$ cat src/rtl/pipe_ctrl_pkg.sv
//==============================================================================
// Module      : pipe_ctrl_pkg
// Description : Shared encodings for the pipeline hazard / RAM-arbitration
//               controller: pause/clear polarities, register-address bus,
//               FSM state codes, and a packed bundle of the six control
//               outputs with constructors for each control situation.
// Ports       : none (package)
// Revision    : 1.0 - initial release
//==============================================================================
`ifndef PIPE_CTRL_DEFINES
`define PIPE_CTRL_DEFINES
`define PAUSE_ENABLE   1'b1
`define PAUSE_DISABLE  1'b0
`define CLEAR_ENABLE   1'b1
`define CLEAR_DISABLE  1'b0
`define REG_ADDR_BUS   3:0
`define PIPE_RUN       1'b0
`define PIPE_MEM_WAIT  1'b1
`endif

`default_nettype none

package pipe_ctrl_pkg;

   localparam int WAIT_CNT_W  = 4;
   localparam int STALL_CNT_W = 16;

   // FSM state codes
   localparam logic [0:0] ST_RUN      = `PIPE_RUN;
   localparam logic [0:0] ST_MEM_WAIT = `PIPE_MEM_WAIT;

   // All pipeline control outputs travel together so that each control
   // situation is described in exactly one place.
   typedef struct packed {
      logic pc_pause;
      logic pc_clear;
      logic pc_hold;
      logic id_ex_clear;
      logic stall_all;
      logic ram_owner;
   } ctrl_t;

   // Nothing asserted, fetch owns the RAM.
   function automatic ctrl_t ctrl_idle();
      ctrl_t c;
      c.pc_pause    = `PAUSE_DISABLE;
      c.pc_clear    = `CLEAR_DISABLE;
      c.pc_hold     = 1'b0;
      c.id_ex_clear = 1'b0;
      c.stall_all   = 1'b0;
      c.ram_owner   = 1'b0;
      return c;
   endfunction

   // Whole pipeline frozen while MEM stage occupies the RAM.
   function automatic ctrl_t ctrl_freeze();
      ctrl_t c;
      c             = ctrl_idle();
      c.pc_pause    = `PAUSE_ENABLE;
      c.pc_hold     = 1'b1;
      c.stall_all   = 1'b1;
      c.ram_owner   = 1'b1;
      return c;
   endfunction

   // Taken branch: flush IF_ID and ID_EX, let the PC load the target.
   function automatic ctrl_t ctrl_branch(input logic owner);
      ctrl_t c;
      c             = ctrl_idle();
      c.pc_clear    = `CLEAR_ENABLE;
      c.id_ex_clear = 1'b1;
      c.ram_owner   = owner;
      return c;
   endfunction

   // Load-use: hold PC and IF_ID, insert a bubble into ID_EX.
   function automatic ctrl_t ctrl_load_use(input logic owner);
      ctrl_t c;
      c             = ctrl_idle();
      c.pc_pause    = `PAUSE_ENABLE;
      c.pc_hold     = 1'b1;
      c.id_ex_clear = 1'b1;
      c.ram_owner   = owner;
      return c;
   endfunction

   // Last RAM cycle of a MEM access: fetch lost the RAM, so the IF_ID
   // register receives a bubble while the PC retries the same address.
   function automatic ctrl_t ctrl_final_bubble();
      ctrl_t c;
      c             = ctrl_idle();
      c.pc_clear    = `CLEAR_ENABLE;
      c.pc_hold     = 1'b1;
      c.ram_owner   = 1'b1;
      return c;
   endfunction

endpackage

`default_nettype wire

$ cat src/rtl/pipe_ctrl_load_use_detect.sv
//==============================================================================
// Module      : load_use_detect
// Description : Combinational load-use hazard comparator. Flags when the EX
//               stage holds a load whose destination matches a source
//               register actually read by the ID-stage instruction.
//               Register 0 is deliberately not excluded.
// Ports       : id_rs, id_rt         - ID-stage source register numbers
//               id_use_rs, id_use_rt - ID instruction reads rs / rt
//               ie_mem_read          - EX-stage instruction is a load
//               ie_rd                - EX-stage destination register
//               load_use             - hazard detected
// Revision    : 1.0 - initial release
//==============================================================================
`default_nettype none

module load_use_detect (
   input  logic                 id_use_rs,
   input  logic                 id_use_rt,
   input  logic [`REG_ADDR_BUS] id_rs,
   input  logic [`REG_ADDR_BUS] id_rt,
   input  logic                 ie_mem_read,
   input  logic [`REG_ADDR_BUS] ie_rd,
   output logic                 load_use
);

   logic rs_hit;
   logic rt_hit;

   assign rs_hit   = id_use_rs && (id_rs == ie_rd);
   assign rt_hit   = id_use_rt && (id_rt == ie_rd);
   assign load_use = ie_mem_read && (rs_hit || rt_hit);

endmodule

`default_nettype wire

$ cat src/rtl/pipe_ctrl.sv
//==============================================================================
// Module      : pipe_ctrl
// Description : Pipeline hazard and shared-RAM arbitration controller.
//               A MEM-stage RAM access occupies the single-ported RAM for
//               RAM_WAIT cycles: all but the last freeze the pipeline, the
//               last one bubbles IF_ID. Taken branches flush, load-use
//               hazards stall. Also counts cycles with the PC held.
// Ports       : clk_50MHz       - system clock, rising edge
//               rst             - asynchronous reset, active low
//               id_rs/id_rt     - ID-stage source registers
//               id_use_rs/rt    - ID instruction reads rs / rt
//               ie_mem_read     - EX-stage instruction is a load
//               ie_rd           - EX-stage destination register
//               ex_branch_taken - EX resolved a taken branch this cycle
//               mem_ram_req     - MEM-stage instruction needs the RAM
//               pc_pause        - IF_ID hold
//               pc_clear        - IF_ID bubble
//               pc_hold         - PC keeps its value
//               id_ex_clear     - ID_EX loads a bubble
//               stall_all       - freeze ID_EX, EX_MEM, MEM_WB
//               ram_owner       - 0 fetch owns RAM, 1 MEM owns RAM
//               stall_cycles    - saturating count of pc_hold cycles
// Parameters  : RAM_WAIT        - RAM cycles per MEM access, 1..15
// Revision    : 1.0 - initial release
//==============================================================================
`default_nettype none

module pipe_ctrl
   import pipe_ctrl_pkg::*;
#(
   parameter int RAM_WAIT = 2
) (
   input  logic                   clk_50MHz,
   input  logic                   rst,
   input  logic [`REG_ADDR_BUS]   id_rs,
   input  logic [`REG_ADDR_BUS]   id_rt,
   input  logic                   id_use_rs,
   input  logic                   id_use_rt,
   input  logic                   ie_mem_read,
   input  logic [`REG_ADDR_BUS]   ie_rd,
   input  logic                   ex_branch_taken,
   input  logic                   mem_ram_req,
   output logic                   pc_pause,
   output logic                   pc_clear,
   output logic                   pc_hold,
   output logic                   id_ex_clear,
   output logic                   stall_all,
   output logic                   ram_owner,
   output logic [STALL_CNT_W-1:0] stall_cycles
);

   // A single-cycle access never enters MEM_WAIT; the counter holds the
   // number of freeze cycles still to come after the current one.
   localparam logic                  MULTI_CYCLE = (RAM_WAIT > 1) ? 1'b1 : 1'b0;
   localparam logic [WAIT_CNT_W-1:0] WAIT_LOAD   =
      (RAM_WAIT > 1) ? WAIT_CNT_W'(RAM_WAIT - 2) : '0;

   logic [0:0]            state;
   logic [0:0]            state_nxt;
   logic [WAIT_CNT_W-1:0] wait_cnt;
   logic [WAIT_CNT_W-1:0] wait_cnt_nxt;
   logic                  load_use;
   logic                  run_req;
   logic                  freeze;
   logic                  final_access;
   ctrl_t                 ctrl;
   ctrl_t                 ctrl_out;

   load_use_detect u_load_use_detect (
      .id_use_rs   (id_use_rs),
      .id_use_rt   (id_use_rt),
      .id_rs       (id_rs),
      .id_rt       (id_rt),
      .ie_mem_read (ie_mem_read),
      .ie_rd       (ie_rd),
      .load_use    (load_use)
   );

   assign run_req      = (state == ST_RUN) && mem_ram_req;
   assign freeze       = (run_req && MULTI_CYCLE)
                      || ((state == ST_MEM_WAIT) && (wait_cnt != '0));
   assign final_access = (run_req && !MULTI_CYCLE)
                      || ((state == ST_MEM_WAIT) && (wait_cnt == '0));

   // Output priority: freeze > branch > load-use > final bubble > idle.
   // During a final access cycle the RAM still belongs to MEM.
   always_comb begin
      ctrl = ctrl_idle();
      if (freeze) begin
         ctrl = ctrl_freeze();
      end else if (ex_branch_taken) begin
         ctrl = ctrl_branch(final_access);
      end else if (load_use) begin
         ctrl = ctrl_load_use(final_access);
      end else if (final_access) begin
         ctrl = ctrl_final_bubble();
      end
   end

   // Outputs drop to inactive as soon as reset asserts, without waiting
   // for the state registers to be observed through a clock edge.
   assign ctrl_out    = rst ? ctrl : ctrl_idle();
   assign pc_pause    = ctrl_out.pc_pause;
   assign pc_clear    = ctrl_out.pc_clear;
   assign pc_hold     = ctrl_out.pc_hold;
   assign id_ex_clear = ctrl_out.id_ex_clear;
   assign stall_all   = ctrl_out.stall_all;
   assign ram_owner   = ctrl_out.ram_owner;

   // Exit from MEM_WAIT always lands in RUN, so a request present on the
   // following cycle starts a fresh access.
   always_comb begin
      state_nxt    = state;
      wait_cnt_nxt = wait_cnt;
      case (state)
         ST_RUN: begin
            if (run_req && MULTI_CYCLE) begin
               state_nxt    = ST_MEM_WAIT;
               wait_cnt_nxt = WAIT_LOAD;
            end
         end
         default: begin
            if (wait_cnt != '0) begin
               wait_cnt_nxt = wait_cnt - 1'b1;
            end else begin
               state_nxt    = ST_RUN;
               wait_cnt_nxt = '0;
            end
         end
      endcase
   end

   always_ff @(posedge clk_50MHz or negedge rst) begin
      if (!rst) begin
         state    <= ST_RUN;
         wait_cnt <= '0;
      end else begin
         state    <= state_nxt;
         wait_cnt <= wait_cnt_nxt;
      end
   end

   always_ff @(posedge clk_50MHz or negedge rst) begin
      if (!rst) begin
         stall_cycles <= '0;
      end else if (ctrl.pc_hold && (stall_cycles != '1)) begin
         stall_cycles <= stall_cycles + 1'b1;
      end
   end

endmodule

`default_nettype wire

$ cat config.mk
export PLATFORM = sky130hd
export DESIGN_NAME = pipe_ctrl
export DESIGN_NICKNAME = d
export VERILOG_FILES = /design/src/rtl/pipe_ctrl_pkg.sv /design/src/rtl/pipe_ctrl_load_use_detect.sv /design/src/rtl/pipe_ctrl.sv
export SDC_FILE = /design/constraint.sdc
export NUM_CORES = 1
export LEC_CHECK = 0
export ABC_CLOCK_PERIOD_IN_PS = 2500
export CELL_PAD_IN_SITES_DETAIL_PLACEMENT = 2
export CELL_PAD_IN_SITES_GLOBAL_PLACEMENT = 2
export CORE_MARGIN = 5
export CORE_UTILIZATION = 28
export CTS_CLUSTER_DIAMETER = 150
export DETAILED_ROUTE_END_ITERATION = 16
export HOLD_SLACK_MARGIN = 0.08
export PLACE_DENSITY = 0.85
export SYNTH_ARGS = -nofsm -noshare
export SYNTH_HDL_FRONTEND = slang
export SYNTH_SLANG_ARGS = --single-unit
$ cat constraint.sdc
create_clock -name clk_50MHz -period 2.5 [get_ports clk_50MHz]
set_input_delay 0.25 -clock clk_50MHz [delete_from_list [all_inputs] [get_ports clk_50MHz]]
set_output_delay 0.25 -clock clk_50MHz [all_outputs]
set_load 0.05 [all_outputs]
==> results.py, run 1 <==
metrics = {
    "drt": {
        "viasPerCell": 5.05,
        "wl_per_cell_um": 17.8,
        "dr.pass1.iters": 4,
        "antenna_left": 0,
        "drc": 0,
        "drt_wl_total_um": 4460,
        "vias": 1268,
        "drt_first_iter_violations": 41,
    },
    "clock_network": {
        "clock-sinks": 21,
        "clk_pin_slew_ns": 0.07,
        "cts_buffers": 3,
        "cts_tree": "built",
        "clk_latency_ns": 0.26,
        "root_buffer": "clkbuf_8",
        "clk_path_buf_depth": 2,
        "htreeDepth": 1,
        "cts_setup_buffers": 0,
    },
    "sta": {
        "hold_ws_ns": 0.404,
        "setup_viol": 0,
        "final.setup.worst_slack_ns": 0.185,
        "slew_headroom_pct": 65.2,
        "tightest_slew_ns": 0.520,
        "clock_skew_ns": 0.00420,
        "fin_tns_setup_ns": 0,
        "finalMaxSlewViolations": 0,
        "grt_setup_unrepaired": "no",
        "max_clock_freq_mhz": 432,
        "finalHoldViolations": 0,
        "period_needed_ns": 2.31,
        "fin_crit_sh_pct": 92.6,
    },
    "setup_path": {
        "cp-end-kind": "primary output",
        "slowest_stage": "clkdlybuf4s50_1",
        "rr_worst_depth": 6,
        "startpoint": "ie_rd[1]",
        "r2r_slack_ns": 0.37,
        "crit_path_cell_trace": "clkdlybuf4s50_1 > xor2_1 > or3_1 > o22a_2 > nand2_1 > and2_1 > buf_12",
        "worstPathRequired_ns": 2.25,
        "critPathKind": "in -> out",
        "r2r_start": "stall_cycles[6]$_DFFE_PN0P_",
        "start_kind": "input pin",
        "worstPathMaxFanout": 12,
        "max_stage_delay_ns": 0.45,
        "arrival_ns": 2.06,
    },
    "global_route": {
        "overflow": 0,
        "grt_antenna_before_repair": 0,
        "grt.total_usage_pct": 15.0,
        "grt_pass1_wl_um": 7470,
        "grt_start_max_net_pins": 15,
        "grt_pass1_vias": 1445,
    },
    "die": {
        "dieArea_mm2": 0.00639,
        "coreArea_mm2": 0.00472,
        "initial_utilization_pct": 29.0,
        "ioPinCount": 41,
        "fp.dieW_um": 80.0,
        "rows": 25,
        "die_h_um": 80.0,
    },
    "cells_and_area": {
        "n_antenna_cell": 0,
        "fin_cells": 251,
        "syn_to_final_growth_pct": 44.4,
        "stdcell_area_mm2": 0.00198,
        "final_nets": 207,
        "drive_gt1_share_pct": 16.3,
    },
    "placed_design": {
        "placed_area_mm2": 0.00193,
        "hpwl_um": 3650,
        "dp.cells": 247,
        "gp_congestion": 0.827,
        "numPortBuffers": 40,
        "preCtsSetupSlack_ns": -0.00222,
    },
    "synthesis": {
        "synth_edf_count": 0,
        "syn-cell-area_mm2": 0.00137,
        "synth_fp_nets": 159,
        "ys_async_sr_fraction_pct": 100,
        "synthTopCellsByArea": "dfrtp_1 (38%), xor2_1 (8.9%), nand2_1 (4.9%)",
        "yosysTopAreaCellShare_pct": 38.4,
        "ys_warn_count": 0,
        "ys_ff_latch": 21,
        "yosys.area.top_type": "dfrtp_1",
        "synth-main-ff-cell": "dfrtp_1",
        "yosysSeqAreaShare_pct": 38.4,
        "synth_area_per_cell_um2": 10.0,
        "netlist_instances": 137,
        "ys_types": 39,
    },
    "outcome": {
        "status": "finished clean",
    },
    "power_and_ir_drop": {
        "p_leak_uw": 0.000784,
        "max-vdd-ir-drop_mv": 0.661,
        "cellPowerDensity_mw_per_mm2": 1160,
    },
    "job": {
        "cap_violations": 0,
    },
    "min_path": {
        "hp-class": "in -> async",
    },
}
==> metrics by stage <==
stage	power (µW)	util (%)
5_1_grt	2440	41.9
3_3_place_gp	2000	40.8
4_1_cts	2330	41.8
6_report	2290	41.9
2_1_floorplan	1520	-
3_5_place_dp	2080	40.8
==> logic make-up (layout without fill, tap and decap cells) <==
| group | Yosys count | after routing | share of synthesized area [%] |
|---|---|---|---|
| compound gates | 29 | 29 | 19.9 |
| xor+xnor | 21 | 21 | 13.4 |
| fa+ha+maj | 3 | 3 | 2.74 |
| buf+inv | 9 | 56 | 4.20 |
| flops | 21 | 21 | 38.4 |
| mux | 3 | 3 | 2.28 |
| simple gates | 51 | 51 | 19.1 |
==> metal layers <==
layer | wire [µm] | track usage [%] | vias to the layer above
met3 | 247 | 3.72 | 9
met1 | 1830 | 17.1 | 635
li1 | - | - | 585
met5 | 0 | 0 | -
met2 | 2310 | 27.1 | 39
met4 | 82 | 4.73 | 0
==> final timing paths <==
kind | to
min reg2reg | stall_cycles[14]$_DFFE_PN0P_
max | pc_hold
min | stall_cycles[10]$_DFFE_PN0P_
max in group asynchronous | wait_cnt[1]$_DFFE_PN0P_
max reg2reg | stall_cycles[13]$_DFFE_PN0P_
min in group clk_50MHz | stall_cycles[14]$_DFFE_PN0P_
==> synth_stat cells, types with 2 or more instances <==
cell type  number
a2111oi_4       2
a211oi_1        4
a211oi_2        4
a21boi_0        3
a21oi_1         2
and3_1          3
buf_6           3
dfrtp_1        21
ha_1            3
inv_1           5
mux2i_1         2
nand2_1        18
nand3_1         8
nand4_1         2
nor2_1          5
nor2b_1         3
nor3_1          3
o21ai_0         5
or3_1           2
xnor2_1         7
xor2_1         14
==> flip-flops by register name, summed over array words and instances, names as in the netlist <==
signal and flops:
stall_cycles 16, wait_cnt 4, state 1
==> worst max-delay path: cells and delay by family <==
kind                      cells  cell delay, ns
buffers and inverters         2            0.60
and+or+nand+nor               3            0.67
xor gates and xnor gates      1            0.19
AOI/OAI and AO/OA             1            0.35
==> area by class of cell <==
type | instances | area [µm²]
clock buffers | 4 | 45.0
multi-input cells | 107 | 792
flip-flops and latches | 21 | 526
inverters | 5 | 18.8
well taps | 67 | 83.8
fillers | 523 | 2750
repair buffers | 47 | 513
==> where the power goes <==
part	internal (µW)	total (µW)	switching (µW)	leakage [µW]
Combinational	529	1390	864	0.000513
Sequential	484	674	190	0.000248
Clock	114	226	113	0.0000228
==> repair_timing <==
action | CTS | global route
hold buffers | 0 | 0
setup endpoints to repair | 0 | 3
resized for setup | 0 | 2
==> placed cells by master, fill, tap and decap left out, types with 2 or more instances in the layout <==
master           count
a2111oi_4            2
a211oi_1             4
a211oi_2             4
a21oi_1              2
and3_1               3
buf_12               6
buf_4                7
clkbuf_8             3
clkdlybuf4s50_1     34
dfrtp_1             21
ha_1                 3
inv_1                5
mux2i_1              2
nand2_1             18
nand3_1              8
nand4_1              2
nor2_1               5
nor2b_1              3
nor3_1               3
o21ai_0              5
or3_1                2
xnor2_1              7
xor2_1              14
Power figures use the tool's default switching activity.
==> inputs of run 2 (changes only) <==
--- a/config.mk
+++ b/config.mk
@@ -13,7 +13,7 @@
 export CTS_CLUSTER_DIAMETER = 150
 export DETAILED_ROUTE_END_ITERATION = 16
 export HOLD_SLACK_MARGIN = 0.08
-export PLACE_DENSITY = 0.85
+export PLACE_DENSITY = 0.81
 export SYNTH_ARGS = -nofsm -noshare
 export SYNTH_HDL_FRONTEND = slang
 export SYNTH_SLANG_ARGS = --single-unit
==> run 2 against run 1 <==
  * Combinational power hardly changed
  * Sequential share of layout area rose by 0.10 points
  * Sequential power is essentially flat
  * Global-route usage decreased by 1.3 points
  * Critical path depth shrank 1
  * Power shrank 0.65%
  * Core utilization down 0.16 points
  * First-iteration DRC count down 44%
  * Die area did not move
  * Final area shrank 0.38%
  * Critical endpoint is now pc_pause
  * Highest routed layer unchanged
==> results.py, run 2 (synthesized netlist as in run 1, its figures left out) <==
metrics = {
    "clock_network": {
        "cts_tree": "built",
        "root_buffer": "clkbuf_8",
        "clk_pin_slew_ns": 0.09,
        "clock-sinks": 21,
        "clk_path_buf_depth": 2,
        "htreeDepth": 1,
        "cts_setup_buffers": 0,
        "clk_latency_ns": 0.26,
        "cts_buffers": 3,
    },
    "setup_path": {
        "r2r_end": "stall_cycles[7]$_DFFE_PN0P_",
        "start_kind": "input pin",
        "cp-end-kind": "primary output",
        "r2r_slack_ns": 0.56,
        "r2r_start": "stall_cycles[6]$_DFFE_PN0P_",
        "crit_path_cell_trace": "clkdlybuf4s50_1 > xor2_1 > or3_1 > o22a_2 > a21boi_1 > buf_12",
        "max_stage_delay_ns": 0.47,
        "cp_top_family": "compound AO/OA/AOI/OAI gates",
        "critPathKind": "in -> out",
        "worstPathRequired_ns": 2.25,
        "arrival_ns": 2.14,
        "slowest_stage": "clkdlybuf4s50_1",
        "worstPathMaxFanout": 11,
        "rr_worst_depth": 6,
        "cp_num_buf_inv": 2,
    },
    "sta": {
        "setup_viol": 0,
        "max_clock_freq_mhz": 419,
        "slew_headroom_pct": 66.2,
        "period_needed_ns": 2.39,
        "finalMaxSlewViolations": 0,
        "tightest_slew_ns": 0.506,
        "finalHoldViolations": 0,
        "fin_crit_sh_pct": 95.5,
        "grt_setup_unrepaired": "no",
        "clock_skew_ns": 0.0107,
        "fin_tns_setup_ns": 0,
    },
    "cells_and_area": {
        "num-fill-cells": 498,
        "largest_reg_flops": 16,
        "final_nets": 206,
        "stdcell_area_mm2": 0.00197,
        "top_regs": "stall_cycles: 16 flops, wait_cnt: 4 flops, state: 1 flops",
        "drive_gt1_share_pct": 15.8,
        "syn_to_final_growth_pct": 43.8,
        "final_common_cell": "clkdlybuf4s50_1",
        "n_antenna_cell": 0,
        "fin_cells": 250,
        "top_register": "stall_cycles",
        "final_cell_mix": "clkdlybuf4s50_1 (34), dfrtp_1 (21), nand2_1 (18), xor2_1 (14), nand3_1 (8)",
    },
    "global_route": {
        "grt_pass1_vias": 1417,
        "grt_antenna_before_repair": 0,
        "grt_start_max_net_pins": 14,
        "grt_pass1_wl_um": 6970,
        "grt.total_usage_pct": 13.7,
        "overflow": 0,
    },
    "min_path": {
        "hp-class": "in -> async",
    },
    "placed_design": {
        "dp.cells": 246,
        "hpwl_um": 3400,
        "numPortBuffers": 40,
        "placed_area_mm2": 0.00192,
        "gp_congestion": 0.757,
    },
    "power_and_ir_drop": {
        "p_leak_uw": 0.000779,
        "cellPowerDensity_mw_per_mm2": 1160,
        "max-vdd-ir-drop_mv": 0.659,
        "power_uw": 2280,
    },
    "outcome": {
        "status": "finished clean",
    },
    "drt": {
        "viasPerCell": 4.88,
        "drc": 0,
        "wl_per_cell_um": 16.9,
        "dr.pass1.iters": 4,
        "drt_wl_total_um": 4220,
        "antenna_left": 0,
        "vias": 1219,
        "drt_first_iter_violations": 23,
    },
    "die": {
        "ioPinCount": 41,
        "coreArea_mm2": 0.00472,
        "die_h_um": 80.0,
        "fp.dieW_um": 80.0,
        "rows": 25,
        "initial_utilization_pct": 29.0,
        "dieArea_mm2": 0.00639,
    },
    "job": {
        "cap_violations": 0,
    },
}
run 2: metal layers:
| layer | routed length (µm) | GRT usage [%] | share of wire, % | vias up |
|---|---|---|---|---|
| met2 | 2210 | 26.1 | 52 | 31 |
| li1 | - | - | - | 580 |
| met5 | 0 | 0 | 0 | - |
| met3 | 205 | 2.93 | 4.9 | 2 |
| met1 | 1790 | 15.6 | 43 | 606 |
| met4 | 4 | 2.53 | 0.095 | 0 |
run 2: repair_timing:
action / CTS / global route
gates resized for setup: 0 / 1
hold buffers: 0 / 0
setup endpoints to repair: 0 / 2
run 2: layout make-up:
type	instances	area [µm²]	area share, %
clock buffer	3	41.3	2.10
clock inverter	1	7.51	0.381
inverter	5	18.8	0.952
timing repair buffer	46	505	25.7
tap	67	83.8	4.25
sequential	21	526	26.7
multi-input combinational	107	788	40.0
run 2: power breakdown:
part | switching (µW) | internal, µW | total [µW] | leakage, µW
sequential | 187 | 484 | 671 | 0.000248
combinational | 853 | 526 | 1380 | 0.000509
clock | 117 | 113 | 230 | 0.0000217
total | 1160 | 1120 | 2280 | 0.000779
run 2: metrics by stage:
| step | hold slack, ns | utilization [%] | setup slack (ns) |
|---|---|---|---|
| floorplan | -0.0456 | - | 0.183 |
| global placement | 0.477 | 40.7 | 0.101 |
| detailed placement | 0.481 | 40.7 | -0.0541 |
| CTS | 0.355 | 41.7 | 0.00160 |
| global route | 0.372 | 41.7 | 0.0752 |
| finish | 0.359 | 41.7 | 0.113 |
run 2: how the worst max path moves through the flow:
stage	from	to	slack [ns]	depth (start not counted)
after CTS	ie_rd[0]	pc_pause	0.002	6
after detailed placement	ie_rd[0]	stall_cycles[8]$_DFFE_PN0P_	-0.05	7
final	ie_rd[0]	pc_pause	0.11	6
after floorplan	state$_DFF_PN0_	stall_all	0.18	3
after global routing	wait_cnt[0]$_DFFE_PN0P_	pc_clear	0.08	6
after global placement	ie_rd[0]	pc_hold	0.10	7
==> variant (flow settings as in run 1) <==
The package constant `WAIT_CNT_W` goes from 4 to 6.
--- a/src/rtl/pipe_ctrl_pkg.sv
+++ b/src/rtl/pipe_ctrl_pkg.sv
@@ -22,7 +22,7 @@
 
 package pipe_ctrl_pkg;
 
-   localparam int WAIT_CNT_W  = 4;
+   localparam int WAIT_CNT_W  = 6;
    localparam int STALL_CNT_W = 16;
 
    // FSM state codes
Behaviour: same outputs for any inputs over 10 cycles, from zero or initial values and one cycle with rst low; that may be too few to reach the edited logic, so the function may still have changed.
==> variant against run 1 <==
  * Sequential cell count up 2
  * Wire length decreased by 5.0%
  * Clock power is 4% higher
  * Worst hold slack gained 53 ps
  * Synthesized area shrank 0.73%
  * Total power decreased by 1.9%
  * Sequential share of layout area rose by 2.4 points
  * Register-to-register slack worse by 120 ps
  * Setup slack got worse by 23 ps
  * Final area increased by 0.44%
  * Largest power group unchanged
==> variant: results (changes against run 1) <==
The final net count is 213 (+2.9%). The static leakage is 0.0008419 uW (+7.4%). The total combinational power came to 1320 uW (-5%). The post-route worst hold slack came out at 457.2 ps (+52.95 ps). The number of standard cells in the layout, taps in and fillers out is 257 (+2.4%). The flow ran to the end, and the final reports show no timing, DRC or antenna violations.

The total of fill cells in the finished design came to 506 (-3.3%). The total placed instance area is 1912 um2 (-0.84%). The relative max-transition margin is 65.35% (+0.12 points).

The post-synthesis xor/xnor area fraction is 15.46% (+2.0 points). The fraction of met3 tracks used by global routing is 3.160% (-0.56 points). The post-synthesis sequential area ratio came out at 42.32% (+4.0 points). The share of cells above drive strength 1 was 12.63% (-3.7 points).

The total length of routed wires came out at 4242 um (-5.0%). The multiplexer share of the synthesized area came out at 1.656% (-0.63 points). The adder-cell share of the synthesized area came out at 2.760% (+0.020 points). The worst-case clock skew was 5.093 ps (+0.8951 ps).

The overall routing resource usage is 13.92% (-1.1 points). The origin of the critical flop-to-flop path is wait_cnt[0]. In the final layout, the registers with the most flip-flops are stall_cycles x16, wait_cnt x6, state x1. The placed wire-length estimate after detailed placement was 3245 um (-11%).

The data arrival time of the critical path is 2090 ps (+30 ps). The number of global-route vias before repair is 1375 (-4.8%). By area the synthesized netlist is led by sky130_fd_sc_hd__dfrtp_1, sky130_fd_sc_hd__xor2_1, sky130_fd_sc_hd__nand2_1. The final weighted congestion of routability-driven global placement came out at 0.7413 (-10%). The area used by multi-input combinational logic is 747.0 um2 (-5.7%). The pin count of the biggest net entering global routing came to 17 (+2). The power density normalized to cell area came out at 1133 nW/um2 (-2.3%).

The maximum single-stage delay on the critical path came out at 400 ps (-50 ps). The initial detailed-routing violation count is 21 (-49%). The global routing usage on met1 came to 16.60% (-0.53 points). The routed length on met1 came out at 1869 um (+2.4%).

The total met2 wirelength after detailed routing came out at 2109 um (-8.5%). For this design, the slowest cell found on the critical path is sky130_fd_sc_hd__dfrtp_1. The terminus of the critical flop-to-flop path is stall_cycles[12]. The sort of element at the start of the critical path is a register. The post-synthesis compound-gate area fraction came out at 7.452% (-12 points). The cell count after placement was 249 (+0.81%). The via count normalized by instance count is 4.840 (-4.2%).

The number of distinct library cells after synthesis is 34 (-13%). The total length of routed met3 wires came out at 230 um (-6.9%). The final clock period utilization by the worst path was 93.50% (+0.92 points). The switching power is 1094 uW (-6.2%). The post-synthesis net count came out at 163 (+2.5%). The worst ir drop on vdd came to 558.9 uV (-15%). The internal reg-to-reg setup slack is 250 ps (-120 ps).
[variant: changes by cell type after synthesis, sizes merged, moves of 4 or more]
| cell | change |
|---|---|
| a211oi | -8 |
| o21ai | +6 |
| nor2 | +5 |
| xor2 | +5 |
| nand3 | -4 |
| nor4 | +4 |
| nor4b | +4 |
[variant: repair_timing]
action / 4_1_cts / 5_1_grt
setup endpoints to repair: 0 / 1
buffers inserted: 0 / 4
gates resized for setup: 0 / 0
[variant: kinds of logic after synthesis]
kind of cell | Yosys count
AND/OR/NAND/NOR | 66
XOR/XNOR | 24
flip-flops | 23
AO/OA/AOI/OAI | 15
buffers and inverters | 8
adder cells (fa/ha/maj) | 3
multiplexers | 2
[variant: area by class of cell]
class	count	share of cell area, %
timing repair buffer	47	25.82
inverter	6	1.133
tap	67	4.219
multi-input combinational	110	37.59
clock buffer	4	2.267
sequential	23	28.97
